<file path="src/rtl/uart_tx_frame.sv">
// ---------------------------------------------------------------------------
// uart_tx_frame
// UART transmitter clocked at the baud rate: one serial bit per clk cycle.
// Frame = start bit (0), DATA_WIDTH payload bits LSB first, optional parity
// bit, stop bit (1). TX_OUT and busy are registered and are loaded from the
// next-state decision, so every line bit lasts exactly one clk cycle.
//
// Handshake: Data_Valid is a strobe that is only looked at while idle. A
// high Data_Valid on an IDLE edge latches P_DATA/PAR_EN/PAR_TYP and starts
// a frame; any strobe while busy=1 (including the stop cycle) is dropped,
// so upstream must hold or re-present it until busy falls. At least one
// idle cycle (TX_OUT=1, busy=0) always separates two frames.
//
// Optional build macro: UART_TX_DOUBLE_STOP_EN
//   defined   -> two stop bits per frame (1-bit stop counter added)
//   undefined -> one stop bit, no extra flops
// ---------------------------------------------------------------------------
module uart_tx_frame #(
  parameter int DATA_WIDTH = 8
) (
  input  logic                  clk,
  input  logic                  ARST_n,
  input  logic [DATA_WIDTH-1:0] P_DATA,
  input  logic                  Data_Valid,
  input  logic                  PAR_EN,
  input  logic                  PAR_TYP,
  output logic                  TX_OUT,
  output logic                  busy
);

  localparam int CNT_W = $clog2(DATA_WIDTH);
  localparam logic [CNT_W-1:0] LAST_BIT = CNT_W'(DATA_WIDTH - 1);

  typedef enum logic [2:0] {
    IDLE   = 3'd0,
    START  = 3'd1,
    DATA   = 3'd2,
    PARITY = 3'd3,
    STOP   = 3'd4
  } state_t;

  state_t                r_state;
  logic [CNT_W-1:0]      r_cnt;
  logic [DATA_WIDTH-1:0] r_data;
  logic                  r_par_en;
  logic                  r_par_typ;
  logic                  r_tx_out;
  logic                  r_busy;
`ifdef UART_TX_DOUBLE_STOP_EN
  logic                  r_stop_cnt;
`endif

  logic [CNT_W-1:0]      w_cnt_nxt;
  logic                  w_parity;

  // Parity always from the latched payload; odd type inverts the even bit.
  assign w_parity  = (^r_data) ^ r_par_typ;
  assign w_cnt_nxt = r_cnt + CNT_W'(1);

  assign TX_OUT = r_tx_out;
  assign busy   = r_busy;

  // Frame sequencer: state, bit counter, latched payload and registered line outputs.
  always_ff @(posedge clk or negedge ARST_n) begin
    if (!ARST_n) begin
      r_state    <= IDLE;
      r_cnt      <= '0;
      r_data     <= '0;
      r_par_en   <= 1'b0;
      r_par_typ  <= 1'b0;
      r_tx_out   <= 1'b1;
      r_busy     <= 1'b0;
`ifdef UART_TX_DOUBLE_STOP_EN
      r_stop_cnt <= 1'b0;
`endif
    end else begin
      case (r_state)
        IDLE: begin
          r_tx_out <= 1'b1;
          r_busy   <= 1'b0;
          r_cnt    <= '0;
          if (Data_Valid) begin
            r_data    <= P_DATA;
            r_par_en  <= PAR_EN;
            r_par_typ <= PAR_TYP;
            r_state   <= START;
            r_tx_out  <= 1'b0;
            r_busy    <= 1'b1;
          end
        end
        START: begin
          r_state  <= DATA;
          r_tx_out <= r_data[0];
          r_cnt    <= '0;
        end
        DATA: begin
          if (r_cnt == LAST_BIT) begin
            if (r_par_en) begin
              r_state  <= PARITY;
              r_tx_out <= w_parity;
            end else begin
              r_state  <= STOP;
              r_tx_out <= 1'b1;
            end
          end else begin
            r_cnt    <= w_cnt_nxt;
            r_tx_out <= r_data[w_cnt_nxt];
          end
        end
        PARITY: begin
          r_state  <= STOP;
          r_tx_out <= 1'b1;
        end
        STOP: begin
          r_tx_out <= 1'b1;
`ifdef UART_TX_DOUBLE_STOP_EN
          if (!r_stop_cnt) begin
            r_stop_cnt <= 1'b1;
          end else begin
            r_stop_cnt <= 1'b0;
            r_state    <= IDLE;
            r_busy     <= 1'b0;
          end
`else
          r_state <= IDLE;
          r_busy  <= 1'b0;
`endif
        end
        default: begin
          // Unreachable encodings recover to a quiet idle line.
          r_state  <= IDLE;
          r_cnt    <= '0;
          r_tx_out <= 1'b1;
          r_busy   <= 1'b0;
`ifdef UART_TX_DOUBLE_STOP_EN
          r_stop_cnt <= 1'b0;
`endif
        end
      endcase
    end
  end

endmodule
</file>
<file path="config.mk">
export PLATFORM = sky130hd
export DESIGN_NAME = uart_tx_frame
export DESIGN_NICKNAME = d
export VERILOG_FILES = /design/src/rtl/uart_tx_frame.sv
export SDC_FILE = /design/constraint.sdc
export NUM_CORES = 1
export LEC_CHECK = 0
export BUFFER_PORTS_ARGS = -buffer_cell sky130_fd_sc_hd__buf_2
export CAP_MARGIN = 20
export CORE_UTILIZATION = 35
export DETAILED_ROUTE_END_ITERATION = 10
export PLACE_DENSITY_LB_ADDON = 0.25
export SYNTH_ARGS = -nofsm -noshare
export SYNTH_HDL_FRONTEND = slang
export SYNTH_SLANG_ARGS = --single-unit
</file>
<file path="constraint.sdc">
create_clock -name clk -period 3.4 [get_ports clk]
set_clock_uncertainty 0.1 [all_clocks]
set_input_delay 0.68 -clock clk [delete_from_list [all_inputs] [get_ports clk]]
set_output_delay 0.68 -clock clk [all_outputs]
set_load 0.02 [all_outputs]
</file>
Yosys cells after proc, flatten, opt, wreduce, memory -nomap -nowiden
Cells that the tools add are included.

Reduce and logical (&&, ||, !) cells: 7. Add/subtract/negate cells: 1. Muxes and demuxes: 14. Equality and inequality tests: 8. Bitwise operators: 2. Magnitude comparators: 1.

Operators with widths (number): $mux 3 (4); $pmux 3 s4 (1); $reduce_xor 8->1 (1); $eq 3x2->1 const B (2); $eq 3x3->1 const B (2); $ne 2x2->1 const B (3); $pmux 3 s2 (1); $reduce_and 2->1 (3); $mux 1 (5); $lt 3x4->1 const B (1); $add 3x1->3 const B (1); $bmux 1 s3 (1); $eq 3x1->1 const B (1); $logic_not 3->1 (1); $pmux 1 s3 (1); $reduce_or 3->1 (1); $pmux 1 s2 (1); $reduce_or 2->1 (1); $not 1->1 (1); $xor 1x1->1 (1).

Bits in registers: 18. Output and inout port bits: 2. Word-level logic and storage cells: 40. Input port bits: 13.

Logic depth before layout (Yosys ltp)
Word-level depth: 5. Gate-level depth with buffers: 6.

Least setup slack after synthesis
No wires, ideal clock.

Kind: reg2reg. Start point: reg r_cnt[0]. End point: reg r_tx_out, in the netlist TX_OUT. Stages on the path, launching flop included: 6. Period minus slack after synthesis: 2.040 ns. Data arrival time: 1.849 ns. Buffers on the path: 0. Slack: 1.360 ns. Required time: 3.208 ns. Cells stage by stage: dfrtp_1 > ha_1 > mux4_2 > mux2_2 > a311oi_1 > o41ai_1.

Cells in the longest elaborated chain, start to end: 5.

Ends and longest elaborated chain: start: declaration (line 43) `logic [CNT_W-1:0] r_cnt;`; start signal: assignment (line 106) `r_cnt <= w_cnt_nxt;`; $add 3x1->3 (line 58) `assign w_cnt_nxt = r_cnt + CNT_W'(1);`; $bmux 1 s3 (line 107) `r_tx_out <= r_data[w_cnt_nxt];`; $mux 1 (implied by the code) (line 107); $mux 1 * (line 97) `if (r_cnt == LAST_BIT) begin`; $pmux 1 s3 * (line 77) `case (r_state)`; end signal: assignment (line 93) `r_tx_out <= r_data[0];`; end signal: assignment (line 100) `r_tx_out <= w_parity;`; end signal: assignment (line 107); end: declaration (line 47) `logic r_tx_out;`.

Every way passes the cells marked *; elsewhere a longest branch is shown, timed or not. The select of a mux whose other input is x is not followed. A chain may end at the register's enable or synchronous reset.

Worst setup path after layout
Same ends and word-level chain as after synthesis.

==> out/qor.yml <==
worst_setup_path:
  worstReg2RegEnd: "TX_OUT"
  path_max_fanout: 5
  rr_worst_depth: 5
  required_ns: 3.50
  arrival_ns: 2.34
  setup.worst_path.start_class: "register"
  endpoint_kind: "register"
  r2r-start: "r_cnt[0]"
  rrSetupSlack_ns: 1.17
  critPathKind: "register to register"
die:
  fp.dieW_um: 53.6
  initial_core_util: 0.373
  die_y_um: 53.6
  die_area_mm2: 0.00287
  core_area_mm2: 0.00250
  top_level_ports: 15
  placementRows: 18
final_layout:
  antennaDiodeCount: 0
  final_cell_mix: "dfrtp_1 (17), buf_2 (14), mux2_1 (9)"
  syn2layout_area_growth_pct: 14.9
  fin_nets: 110
  finalNonFillerCells: 124
  fin_util: 0.428
  drive_above_1_share: 0.266
  mostFrequentLayoutCell: "dfrtp_1"
place:
  io_buffers: 14
  dp_cells: 120
  finalWeightedCongestion: 0.726
  hpwl_um: 1280
logic_synthesis:
  synth_nets: 93
  yosys.area.top_type: "dfrtp_1"
  synth.distinct_cells: 28
  yosysWarningCount: 0
  synthFlopType: "dfrtp_1"
  synth_edf_count: 0
  synth.avg_cell_area_um2: 12.0
  synth_seq_cells: 18
  synthCells: 78
  ys_seq_area_frac: 0.485
  synth_area_leaders: "dfrtp_1 (46%), mux2_1 (11%), mux4_2 (4.8%), o21ai_1 (3.8%), dfstp_2 (2.8%)"
  syn_area_um2: 932
  synth_top_area_frac: 0.456
  async_reset_ff_frac: 1.00
global_route:
  grt_pass1_wl_um: 2970
  gr-total-overflow: 0
  grt_antenna_before_repair: 0
  grt_start_max_net_pins: 19
  grtUsageTotal: 0.151
  grt_pass1_vias: 616
route:
  firstDrtPassIters: 4
  drt_iter0_drc: 7
  drt_wl_total_um: 1690
  wl_per_cell_um: 13.6
  vias: 626
  via_per_inst: 5.05
  drcViolationCount: 0
  postRouteAntennaNets: 0
power_and_ir_drop:
  pwr-share-clk: 0.121
  comb_power_share: 0.474
  switchingPower_uw: 375
  power.leakage_nw: 0.482
  p_sw_frac: 0.354
  ir_drop_mv: 0.481
  intPower_uw: 686
  power_per_cell_area_mw_per_mm2: 991
  p_seq_frac: 0.405
  p_total_mw: 1.06
clock_tree:
  insertion_delay_ns: 0.29
  clk_pin_slew_worst_paths_ns: 0.10
  cts.htree.levels: 1
  cts_buffer_depth: 2
  cts_sinks: 18
  cts_made_buffers: 3
  hold_buffers: 0
  cts_tree: "built"
  cts_setup_buffers: 0
  cts_resized: 0
  clock_tree.root_cell: "clkbuf_4"
job:
  max-cap-violations: 0
sta:
  rsz0062_at_grt: "no"
  tightestPinTransition_ns: 0.409
  report.final.slew_viol_count: 0
  hold_slack_ns: 0.204
  max_freq_mhz: 447
  final-hold-violation-count: 0
  min_period_over_period: 0.657
  setup_viol: 0
  min_period_ns: 2.23
  relSlewSlack: 0.728
  fin_tns_setup_ns: 0
run_status:
  run_status: "finished, final reports clean"
worst_hold_path:
  hp-class: "input pin to async pin"
==> layout make-up <==
cell class              count  area [µm²]
inverters                   2        7.51
multi-input cells          55         460
repair buffers             15        77.6
well taps                  30        37.5
flip-flops and latches     18         452
fillers                   240        1430
clock buffers               4        36.3
==> worst max-delay path: stages, from the launching register on <==
cell,delay [ns]
dfrtp_1,0.46
ha_1,0.37
mux4_2,0.50
mux2_2,0.27
a311oi_1,0.31
o41ai_1,0.14
==> per-layer routing <==
layer	wire, µm	vias to the layer above	GRT usage	part of all wire
met5	0	-	0	0
met3	41	2	0.0169	0.024
met4	13	0	0.0789	0.0077
li1	-	312	-	-
met1	866	303	0.221	0.51
met2	767	9	0.219	0.45
==> logic make-up (layout without fill, tap and decap cells) <==
group	Yosys count	count (layout)	synth area share
flip-flops	18	18	0.485
AND/OR/NAND/NOR	18	18	0.0886
AO/OA/AOI/OAI	15	15	0.0980
multiplexers	15	15	0.203
XOR/XNOR	5	5	0.0779
buffers and inverters	5	21	0.0215
adder cells (fa/ha/maj)	2	2	0.0268
==> metrics by stage <==
stage | worst slack (ns) | area, µm²
final | 1.17 | 1070
after global routing | 1.05 | 1070
after CTS | 1.18 | 1070
after detailed placement | 1.21 | 1030
after global placement | 1.32 | 1030
after floorplan | 1.36 | 932
==> power groups by stage <==
stage / sequential [mW] / clock (mW) / combinational (mW)
finish: 0.429 / 0.129 / 0.504
global route: 0.449 / 0.143 / 0.555
CTS: 0.430 / 0.137 / 0.510
detailed placement: 0.435 / 0 / 0.508
global placement: 0.433 / 0 / 0.499
floorplan: 0.399 / 0 / 0.429
==> how the worst max path moves through the flow <==
stage	from	endpoint	slack (ns)
after floorplan	r_cnt[0]	TX_OUT	1.36
after global placement	r_cnt[0]	TX_OUT	1.32
after detailed placement	r_cnt[0]	TX_OUT	1.21
after CTS	r_cnt[0]	TX_OUT	1.18
after global routing	r_cnt[0]	TX_OUT	1.05
final	r_cnt[0]	TX_OUT	1.17
==> state kept, by name, indices dropped and copies added, names as in the netlist <==
signal     cells
r_par_typ      1
busy           1
r_par_en       1
r_state        3
r_data         8
TX_OUT         1
r_cnt          3
==> synth_stat cells, drive strengths merged (6+ instances only) <==
master  instances
nor2            6
o21ai           7
nand2           6
dfrtp          17
mux2           11
(Power assumes the default switching activity.)
